**config.mk**
```make
export PLATFORM = sky130hd
export DESIGN_NAME = pipelined_array_mul
export DESIGN_NICKNAME = d
export VERILOG_FILES = /design/src/rtl/pipelined_array_mul.sv
export SDC_FILE = /design/constraint.sdc
export NUM_CORES = 1
export LEC_CHECK = 0
export BUFFER_PORTS_ARGS = -buffer_cell sky130_fd_sc_hd__clkbuf_2
export CORE_MARGIN = 2
export CORE_UTILIZATION = 41
export DETAILED_ROUTE_END_ITERATION = 8
export PLACE_DENSITY = 0.69
export SLEW_MARGIN = 20
export SYNTH_ARGS = -nofsm -noshare
export SYNTH_HDL_FRONTEND = slang
export SYNTH_SLANG_ARGS = --single-unit
```
**constraint.sdc**
```tcl
create_clock -name clk -period 8.1 [get_ports clk]
set_input_delay 0.81 -clock clk [delete_from_list [all_inputs] [get_ports clk]]
set_output_delay 0.81 -clock clk [all_outputs]
set_load 0.01 [all_outputs]
```
**src/rtl/pipelined_array_mul.sv**
```systemverilog
// Pipelined array multiplier: partial-product rows are spread over STAGES register stages.
// Define SIGNED_MODE_EN to add the in_signed port and Baugh-Wooley two's-complement support.
module pipelined_array_mul #(
  parameter int WIDTH  = 8,
  parameter int STAGES = 4
) (
  input  logic               clk,
  input  logic               rst,
  input  logic               in_valid,
  output logic               in_ready,
  input  logic [WIDTH-1:0]   a,
  input  logic [WIDTH-1:0]   b,
`ifdef SIGNED_MODE_EN
  input  logic               in_signed,
`endif
  output logic               out_valid,
  input  logic               out_ready,
  output logic [2*WIDTH-1:0] product
);

  localparam int R  = (WIDTH + STAGES - 1) / STAGES;
  localparam int PW = 2 * WIDTH;

  // Row j of the array, shifted into place. In signed mode the sign-column
  // terms (and the whole MSB row except its corner bit) are inverted.
  function automatic logic [PW-1:0] row_term(input logic [WIDTH-1:0] op_a,
                                             input logic bit_b,
                                             input logic sgn,
                                             input int j);
    logic [WIDTH-1:0] r;
    r = op_a & {WIDTH{bit_b}};
    if (sgn) begin
      if (j == WIDTH - 1) r[WIDTH-2:0] = ~r[WIDTH-2:0];
      else r[WIDTH-1] = ~r[WIDTH-1];
    end
    return PW'(r) << j;
  endfunction

  function automatic logic [PW-1:0] add_rows(input logic [PW-1:0] sum,
                                             input logic [WIDTH-1:0] op_a,
                                             input logic [WIDTH-1:0] op_b,
                                             input logic sgn,
                                             input int k);
    logic [PW-1:0] s;
    s = sum;
    for (int j = 0; j < WIDTH; j++) begin
      if (j / R == k) s = s + row_term(op_a, op_b[j], sgn, j);
    end
    return s;
  endfunction

  logic             v_q     [STAGES];
  logic [WIDTH-1:0] a_q     [STAGES];
  logic [WIDTH-1:0] b_q     [STAGES];
  logic [PW-1:0]    s_q     [STAGES];
  logic [PW-1:0]    sum_nxt [STAGES];
  logic             stage_sgn [STAGES];
  logic [PW-1:0]    init_sum;
  logic             adv;

  // Handshake: a pair transfers on an edge with in_valid & in_ready, a product
  // with out_valid & out_ready. The pipe moves as one unit, so the input side
  // is ready exactly when the last stage is empty or being drained.
  assign adv       = ~out_valid | out_ready;
  assign in_ready  = adv;
  assign out_valid = v_q[STAGES-1];
  assign product   = s_q[STAGES-1];

`ifdef SIGNED_MODE_EN
  localparam logic [PW-1:0] CORR = (PW'(1) << (PW - 1)) | (PW'(1) << WIDTH);
  logic sg_q [STAGES];
  assign init_sum = stage_sgn[0] ? CORR : '0;
`else
  assign init_sum = '0;
`endif

  for (genvar k = 0; k < STAGES; k++) begin : g_stage
    if (k == 0) begin : g_first
`ifdef SIGNED_MODE_EN
      assign stage_sgn[k] = in_signed;
`else
      assign stage_sgn[k] = 1'b0;
`endif
      assign sum_nxt[k] = add_rows(init_sum, a, b, stage_sgn[k], k);
    end else begin : g_rest
`ifdef SIGNED_MODE_EN
      assign stage_sgn[k] = sg_q[k-1];
`else
      assign stage_sgn[k] = 1'b0;
`endif
      assign sum_nxt[k] = add_rows(s_q[k-1], a_q[k-1], b_q[k-1], stage_sgn[k], k);
    end
  end

  always_ff @(posedge clk) begin
    if (rst) begin
      for (int k = 0; k < STAGES; k++) begin
        v_q[k]  <= 1'b0;
        a_q[k]  <= '0;
        b_q[k]  <= '0;
        s_q[k]  <= '0;
`ifdef SIGNED_MODE_EN
        sg_q[k] <= 1'b0;
`endif
      end
    end else if (adv) begin
      v_q[0]  <= in_valid;
      a_q[0]  <= a;
      b_q[0]  <= b;
      s_q[0]  <= sum_nxt[0];
`ifdef SIGNED_MODE_EN
      sg_q[0] <= in_signed;
`endif
      for (int k = 1; k < STAGES; k++) begin
        v_q[k]  <= v_q[k-1];
        a_q[k]  <= a_q[k-1];
        b_q[k]  <= b_q[k-1];
        s_q[k]  <= sum_nxt[k];
`ifdef SIGNED_MODE_EN
        sg_q[k] <= sg_q[k-1];
`endif
      end
    end
  end

endmodule
```
==> results.cfg <==
[status]
status = finished, final reports clean

[die]
fp.dieH_um = 121
io_pins = 38
die_w_um = 121
fp.coreArea_um2 = 13300
initial_core_util_pct = 42.4
die_area_um2 = 14800
rows = 42

[sta]
fin_crit_sh_pct = 36.2
fmax_ghz = 0.341
max-slew-margin-rel_pct = 62.1
hold_viol = 0
tightest_slew_ns = 0.568
tns_ns = 0
rsz0062_at_grt = no
fin_crit_ns = 2.93
setup_violations = 0
maxSlewViolCount = 0
skew_ns = 0.00628

[synthesis]
avgSynthCellArea_um2 = 11.4
yosysWarnings = 0
synth_area_um2 = 5660
yosys_most_used_dff = edfxtp_1
syn_nets = 577
synthCells = 498
synth_top_area_cell = edfxtp_1
synth_top_area_share_pct = 48.8
ys_async_sr_fraction_pct = 0
ys_types = 40
synthTopCellsByCount = and2_1, edfxtp_1, inv_1
yosysMostFrequentCell = and2_1
synth_edf_count = 92
synth-seq-cells = 92
seq_area_frac_synth_pct = 48.8
synth_area_leaders = edfxtp_1, and2_1, fa_1

[cts]
cts_hold_buf = 0
cts.sinks = 92
clockBufferDepth = 2
h-tree-depth = 3
post_cts_buffers = 0
cts_tree = done
cts_resized = 0
clkTransAtPathRegs_ns = 0.07
cts_inserted_buffers = 9
clk_latency_ns = 0.34
clock-root-buffer = clkbuf_16

[worst_setup_path]
path_cells = and2_1 -> fa_1 -> ha_1 -> fa_1 -> a21oi_1 -> o21ai_0 -> o31a_1 -> o31a_1
crit_type = reg2reg
critPathArrivalTime_ns = 3.02
required_ns = 8.19
slowest_delay_ns = 0.48
slowest_stage = edfxtp_1
end_kind = flop
cp-start-kind = flop
crit_fanout = 8

[placement]
placed_cells = 685
dpl_cell_area_um2 = 5910
hpwl_um = 6170
place.gp.congestion = 0.842
port_buffers = 37

[job]
drv_cap = 0

[final_layout]
area_growth_pct = 10.6
final_net_count = 600
drive_above_1_share_pct = 11.2
finalNonFillerCells = 702
utilization_pct = 46.9
n_antenna_cell = 0
final_area_um2 = 6260

[grt]
grt_start_max_net_pins = 93
grt_use_total_pct = 12.7
antenna_found_initial = 0
overflow = 0
grt_pass1_wl_um = 14700
grt_pass1_vias = 3403

[power_and_ir_drop]
vdd_drop_max_uv = 131
p_total_mw = 1.11
power.leakage_nw = 2.90
cellPowerDensity_nw_per_um2 = 177

[routing]
routed_via_density = 4.81
drc_errors = 0
wl_um = 8470
via_count = 3380
ant_nets = 0
post_drt_wl_per_cell_um = 12.1
first_pass_iters = 4
first_iter_violations = 95

[hold_path]
min_path_type = reg2reg
==> cell families (layout without fill, tap and decap cells) <==
kind of cell	count (synthesis)	count (layout)	share of synthesized area [%]
compound gates	54	54	6.79
buf+inv	82	110	6.63
fa+ha+maj	59	59	16.4
flops	92	92	48.8
simple gates	196	196	19.0
xor+xnor	11	11	1.70
mux	4	4	0.708
==> per-layer routing <==
metal	GRT usage [%]	vias to the layer above	routed length, um
li1	-	1724	-
met1	13.7	1596	3480
met2	23.2	49	4540
met3	3.76	11	312
met4	4.67	0	141
met5	0	-	0
==> where the power goes <==
group          switching, mW  leakage (nW)  internal, mW
combinational         0.0615          1.64        0.0485
clock                  0.182         0.155         0.247
sequential            0.0129          1.10         0.554
==> cell usage in the layout (no fill, tap or decap), drive strengths merged, types with 2 or more instances in the layout <==
| cell | netlist | final |
|---|---|---|
| and2 | 95 | 95 |
| edfxtp | 92 | 92 |
| inv | 55 | 58 |
| clkbuf | 10 | 46 |
| nand2 | 39 | 39 |
| ha | 34 | 34 |
| nor2 | 26 | 26 |
| fa | 25 | 25 |
| xnor2 | 10 | 10 |
| a21oi | 8 | 8 |
| o21ai | 8 | 8 |
| a21o | 7 | 7 |
| nand3 | 7 | 7 |
| a211oi | 6 | 6 |
| nor2b | 6 | 6 |
| or3 | 5 | 5 |
| nor3 | 5 | 5 |
| o2111ai | 5 | 5 |
| o31a | 5 | 5 |
| o21a | 4 | 4 |
| mux2i | 4 | 4 |
| o21bai | 3 | 3 |
| nand2b | 3 | 3 |
| clkinv | 0 | 3 |
| o31ai | 2 | 2 |
| o211a | 2 | 2 |
| and3 | 2 | 2 |
| a221oi | 2 | 2 |
| nor4b | 2 | 2 |
| nor3b | 2 | 2 |
| buf | 17 | 2 |
==> flip-flops by register name, summed over array words and instances (netlist names) <==
signal  cells
s_q        52
a_q        24
b_q        12
v_q         4
==> area by class of cell <==
cell class              count  area (um2)
multi-input cells         324        2530
inverters                  55         206
clock buffers               9         225
flip-flops and latches     92        2760
well taps                 176         220
fillers                  1255        7090
repair buffers             39         220
clock inverters             7        92.6
==> critical path, delay by kind of cell (launching register included) <==
| kind | cells | cell delay, ns |
|---|---|---|
| and+or+nand+nor | 1 | 0.20 |
| adders and majority gates | 3 | 1.11 |
| AOI/OAI and AO/OA | 4 | 0.88 |
| DFF | 1 | 0.48 |
==> final timing paths <==
check / from / end / slack [ns] / depth (start not counted)
worst max register to register: b_q[0][22] / s_q[0][63] / 5.17 / 8
worst min-delay path: s_q[0][33] / s_q[0][49] / 0.52 / 1
worst max-delay path: b_q[0][22] / s_q[0][63] / 5.17 / 8
worst min register to register: s_q[0][33] / s_q[0][49] / 0.52 / 1
==> stage by stage <==
| step | setup WS, ns | hold slack, ns |
|---|---|---|
| floorplan | 4.57 | 0.497 |
| global placement | 5.31 | 0.500 |
| detailed placement | 5.19 | 0.503 |
| CTS | 5.17 | 0.515 |
| global route | 5.00 | 0.531 |
| finish | 5.17 | 0.515 |
(Power assumes the default switching activity.)
